File: config.mk
export PLATFORM = sky130hd
export DESIGN_NAME = reorder_buffer
export DESIGN_NICKNAME = d
export VERILOG_FILES = /design/src/rtl/reorder_buffer.sv
export SDC_FILE = /design/constraint.sdc
export NUM_CORES = 1
export LEC_CHECK = 0
export CORE_UTILIZATION = 60
export DETAILED_ROUTE_END_ITERATION = 12
export GPL_TIMING_DRIVEN = 0
export PLACE_DENSITY = 0.76
export SYNTH_ARGS = -nofsm -noshare
export SYNTH_HDL_FRONTEND = slang
export SYNTH_SLANG_ARGS = --single-unit
File: constraint.sdc
create_clock -name clk -period 3.52 [get_ports clk]
set_input_delay 0.704 -clock clk [delete_from_list [all_inputs] [get_ports clk]]
set_output_delay 0.704 -clock clk [all_outputs]
set_load 0.02 [all_outputs]
File: src/rtl/reorder_buffer.sv
// Reorder buffer: circular queue of in-flight instructions that completes out
// of order (CDB writes) and retires strictly in order from the head.
// Optional feature macro: ROB_CDB_BYPASS_EN -- lets a CDB completion aimed at
// the head entry retire in the same cycle instead of one cycle later.
module reorder_buffer #(
    parameter int ROB_LEN = 8,
    parameter int TAG_W   = $clog2(ROB_LEN)
) (
    input  logic             clk,
    input  logic             rst_n,
    input  logic             stall,
    input  logic             dispatch_valid,
    input  logic [4:0]       dispatch_dest_idx,
    input  logic             cdb_valid,
    input  logic [TAG_W-1:0] cdb_tag,
    input  logic [31:0]      cdb_value,
    input  logic             squash,
    output logic [TAG_W-1:0] dispatch_tag,
    output logic             full,
    output logic [TAG_W-1:0] head_idx,
    output logic             retire,
    output logic [4:0]       retire_dest_idx,
    output logic [31:0]      retire_value,
    output logic [TAG_W:0]   count
);

    // Entry storage. Kept in flops because the async reset has to clear
    // every field immediately.
    logic        valid_reg [ROB_LEN];
    logic        done_reg  [ROB_LEN];
    logic [4:0]  dest_reg  [ROB_LEN];
    logic [31:0] value_reg [ROB_LEN];

    // Queue pointers and occupancy
    logic [TAG_W-1:0] head_reg;
    logic [TAG_W-1:0] head_next;
    logic [TAG_W-1:0] tail_reg;
    logic [TAG_W-1:0] tail_next;
    logic [TAG_W:0]   count_reg;
    logic [TAG_W:0]   count_next;

    // Per-cycle events
    logic        alloc;
    logic        cdb_hit;
    logic        head_valid;
    logic        head_done;
    logic        bypass_hit;
    logic        retire_int;
    logic [31:0] head_value;

    // Full comes only from the registered count, so a same-cycle retire
    // never opens a slot for a dispatch in that cycle.
    assign full = (count_reg == (TAG_W + 1)'(ROB_LEN));

    // Event decode: allocation, valid completion, retire
    always_comb begin
        alloc      = dispatch_valid && !stall && !full && !squash;
        cdb_hit    = cdb_valid && valid_reg[cdb_tag] && !squash;
        head_valid = valid_reg[head_reg];
        head_done  = done_reg[head_reg];
        head_value = value_reg[head_reg];
        bypass_hit = 1'b0;
`ifdef ROB_CDB_BYPASS_EN
        // A completion landing on the waiting head retires straight away
        bypass_hit = cdb_valid && (cdb_tag == head_reg) && head_valid && !head_done;
`else
        bypass_hit = 1'b0;
`endif
        retire_int = head_valid && (head_done || bypass_hit) && !squash;
    end

    // Retire outputs are forced to zero whenever nothing retires
    always_comb begin
        retire          = retire_int;
        retire_dest_idx = 5'd0;
        retire_value    = 32'd0;
        if (retire_int) begin
            retire_dest_idx = dest_reg[head_reg];
            retire_value    = bypass_hit ? cdb_value : head_value;
        end
    end

    assign dispatch_tag = tail_reg;
    assign head_idx     = head_reg;
    assign count        = count_reg;

    // Next-state for pointers and occupancy; both pointers wrap naturally
    // because ROB_LEN is a power of two and TAG_W = log2(ROB_LEN).
    always_comb begin
        head_next  = head_reg;
        tail_next  = tail_reg;
        count_next = count_reg;
        if (squash) begin
            head_next  = '0;
            tail_next  = '0;
            count_next = '0;
        end else begin
            if (alloc) begin
                tail_next = tail_reg + TAG_W'(1);
            end
            if (retire_int) begin
                head_next = head_reg + TAG_W'(1);
            end
            case ({alloc, retire_int})
                2'b10:   count_next = count_reg + (TAG_W + 1)'(1);
                2'b01:   count_next = count_reg - (TAG_W + 1)'(1);
                default: count_next = count_reg;
            endcase
        end
    end

    // Pointer and count registers
    always_ff @(posedge clk or negedge rst_n) begin
        if (!rst_n) begin
            head_reg  <= '0;
            tail_reg  <= '0;
            count_reg <= '0;
        end else begin
            head_reg  <= head_next;
            tail_reg  <= tail_next;
            count_reg <= count_next;
        end
    end

    // One register slice per entry. Allocation and retire can never target
    // the same slot (that would need the queue to be both full and non-empty
    // with alloc allowed), so a simple priority chain is enough. Retire wins
    // over a completion so a bypassed entry is left fully cleared.
    for (genvar gi = 0; gi < ROB_LEN; gi++) begin : g_entry
        // Entry gi: squash, allocate, retire or complete
        always_ff @(posedge clk or negedge rst_n) begin
            if (!rst_n) begin
                valid_reg[gi] <= 1'b0;
                done_reg[gi]  <= 1'b0;
                dest_reg[gi]  <= 5'd0;
                value_reg[gi] <= 32'd0;
            end else if (squash) begin
                valid_reg[gi] <= 1'b0;
                done_reg[gi]  <= 1'b0;
            end else if (alloc && (tail_reg == TAG_W'(gi))) begin
                valid_reg[gi] <= 1'b1;
                done_reg[gi]  <= 1'b0;
                dest_reg[gi]  <= dispatch_dest_idx;
            end else if (retire_int && (head_reg == TAG_W'(gi))) begin
                valid_reg[gi] <= 1'b0;
                done_reg[gi]  <= 1'b0;
            end else if (cdb_hit && (cdb_tag == TAG_W'(gi))) begin
                done_reg[gi]  <= 1'b1;
                value_reg[gi] <= cdb_value;
            end
        end
    end

endmodule

==> reports/summary.txt <==
I/O Buffers - 94
leakage - 0.00858 uW
initial antenna violation count - 1
Fillers - 1675
worst path required time - 2.82 ns
number of CTS-inserted buffers - 35
Compound-Gate Fraction of Synth Area - 3.44%
starting density of the core - 62.0%
vias per cell - 6.19
largest net degree at the start of global routing - 121
DRC viols - 0
Synth Area in Simple Gates - 5.45%
clock root buffer - clkbuf_16
Syn Nets - 1104
xor and xnor area share after synthesis - 0.172%
Power Dens Cells - 454 nW/um^2
H-tree depth - 2
Critical Path Slowest Stage Cell - clkdlybuf4s18_2
worst-margin pin slew - 0.989 ns
main combinational cell family by area after synthesis - multiplexers
Layout Cells excl Fill - 1531
VDD IR-drop max - 398 uV
Warnings, synthesis - 0
DRT iter0 DRCs - 558
Tcrit/Tclk final - 98.2%
All-Layer GR Usage - 28.8%
vias in the first global route - 10056
final wirelength - 35.6 mm
WL/cell - 23.3 um
ANT nets after route - 0
maxcap violations - 0
unrepaired setup endpoints after global routing - false
critical path arrival - 2.75 ns
count of boundary I/O pins - 95
endpoints failing hold - 0
Synth Flop Type - dfrtp_1
Worst Setup Path Type - register to output pin
Chip Width - 161 um
final-stage net count - 1241
DP Area - 16700 um^2
HPWL Detailed - 22.9 mm
relative slew slack - 34.1%
Syn-to-layout area delta - 17.9%
power consumption - 8160 uW
Synth async-reset ratio - 100%
mapped cell area - 15300 um^2
startpoint types - register
r2r startpoint - head_idx[2]
Hold WC Path Type - input pin to asynchronous set/reset pin
multi-input logic area - 6830 um^2
worst skew pair latency - 0.52 ns
outcome - completed
post-synthesis mux area share - 34.1%
dpl cells - 1463
critical path peak fanout - 10
WP buf/inv - 4
Num Clock Sinks - 322
design area - 18000 um^2
crit-path cells - buf_4 -> buf_2 -> clkdlybuf4s18_2 -> mux4_2 -> nand2_1 -> a21oi_2 -> clkdlybuf4s15_2
share of the yosys chip area belonging to registers - 52.8%
first-pass GRT wire length - 56.8 mm
Synth Register Bits - 322
max-slew violations - 0
clk buf depth - 3
CTS tree - built
number of flops mapped to enable cells by yosys - 0
max FFs per register - 256
Die Y - 161 um
share of layout cells above drive strength 1 - 46.0%
synth unique cells - 62
vias - 9473
RePlAce Congestion - 0.875
die area - 26100 um^2
FP Rows - 57
Crit path largest cell delay - 0.53 ns
CP top delay family - buffers and inverters
Crit. End Element - output pin
max frequency - 0.289 GHz
worst-case clock skew - 0.0197 ns
Initial DRT Pass Iterations - 5
Adder-Cell Fraction of Synth Area - 1.28%
Remaining Overflow, GRT - 0
clk slew on worst S/H paths - 0.06 ns
Final Setup Violations - 0
area of the core - 24600 um^2
Register Area - 8060 um^2
FF-to-FF End - value_reg[137]
worst reg2reg path depth - 7
r2r setup slk - 0.25 ns
post-route minimum period - 3.46 ns
Mapped Cells - 1043
Avg Cell Area, Syn - 14.6 um^2
## cell usage in the layout, fill, tap and decap left out, drive strengths merged, types with 2 or more instances in the layout
| master | count |
|---|---|
| nor3b | 3 |
| inv | 9 |
| nor2b | 5 |
| mux2 | 291 |
| a21o | 7 |
| a21oi | 45 |
| a211o | 2 |
| a211oi | 6 |
| dlygate4sd2 | 6 |
| a221oi | 2 |
| mux2i | 4 |
| o21ai | 5 |
| ha | 14 |
| o22ai | 2 |
| mux4 | 78 |
| bufinv | 2 |
| nand3 | 9 |
| and3 | 7 |
| o22a | 2 |
| and4 | 2 |
| nand4 | 5 |
| dfrtp | 322 |
| buf | 64 |
| clkbuf | 84 |
| a31o | 3 |
| xnor2 | 2 |
| nor2 | 14 |
| and2b | 2 |
| and2 | 9 |
| nand2 | 109 |
| clkdlybuf4s15 | 9 |
| nor3 | 5 |
| clkinv | 8 |
| clkdlybuf4s50 | 55 |
## layout make-up
class	count	area share [%]
inverters	11	0.306
repair buffers	102	5.39
clock buffers	54	5.94
diodes	1	0.0139
flip-flops and latches	322	44.8
clock inverters	9	0.626
well taps	324	2.25
multi-input cells	645	38.0
plain buffers	63	2.68
## cell families (layout without fill, tap and decap cells)
kind of cell,Yosys count,count (layout)
compound gates,79,79
xor+xnor,3,3
fa+ha+maj,15,15
buf+inv,76,239
flops,322,322
mux,373,373
other cells,0,1
simple gates,175,175
## what timing repair did
| item | in CTS | in global routing |
|---|---|---|
| setup buffers | 5 | 0 |
| hold buffers | 0 | 0 |
| endpoints found under the setup margin | 39 | 37 |
| cloned | 0 | 1 |
| resized for setup | 177 | 19 |
## how the worst max path moves through the flow
stage / startpoint / endpoint / cells after the start
floorplan: head_idx[0] / retire_dest_idx[1] / 8
global placement: rst_n / value_reg[27] / 1
detailed placement: squash / retire_value[1] / 8
CTS: head_idx[0] / retire_value[8] / 8
global route: head_idx[1] / retire_value[30] / 7
finish: head_idx[1] / retire_value[30] / 7
## power breakdown
part | internal, uW | switching [uW]
combinational | 276 | 242
clock | 2240 | 1480
sequential | 3840 | 77.8
total | 6360 | 1800
## cells in the mapped netlist, types with 5 or more instances
master    count  area, um^2
nand4_1       5        31.3
mux2_4       30         450
dfrtp_1     322        8060
nand3_1       8        40.0
nor2_1       13        48.8
and2_1        9        56.3
mux4_2       78        1760
a21oi_1      45         225
o21ai_0       5        25.0
nor2b_1       5        31.3
nand2_1     109         409
buf_4        12        90.1
clkbuf_1     27         101
buf_6         5        56.3
ha_1         14         175
inv_1         6        22.5
mux2_1        8        90.1
buf_2        14        70.1
mux2_2      253        2850
## per-stage QoR
stage                     setup WS, ns  hold slack, ns  setup TNS, ns  util (%)
after floorplan                  0.386           0.408              0         -
after global placement          -12.33           0.457       -3992.65      67.5
after detailed placement         -1.11           0.462         -28.68      67.7
after CTS                      0.00210           0.274              0      73.0
after global routing           0.00357           0.299              0      73.1
final                           0.0642           0.227              0      73.1
## routing by layer
| layer | wire length (um) | up-vias | track usage (%) |
|---|---|---|---|
| met5 | 0 | - | 0 |
| met4 | 812 | 0 | 8.28 |
| met3 | 1930 | 60 | 4.62 |
| met2 | 17500 | 276 | 47.1 |
| met1 | 15400 | 5035 | 40.3 |
| li1 | - | 4102 | - |
No activity file was read; power rests on OpenSTA's default activity.
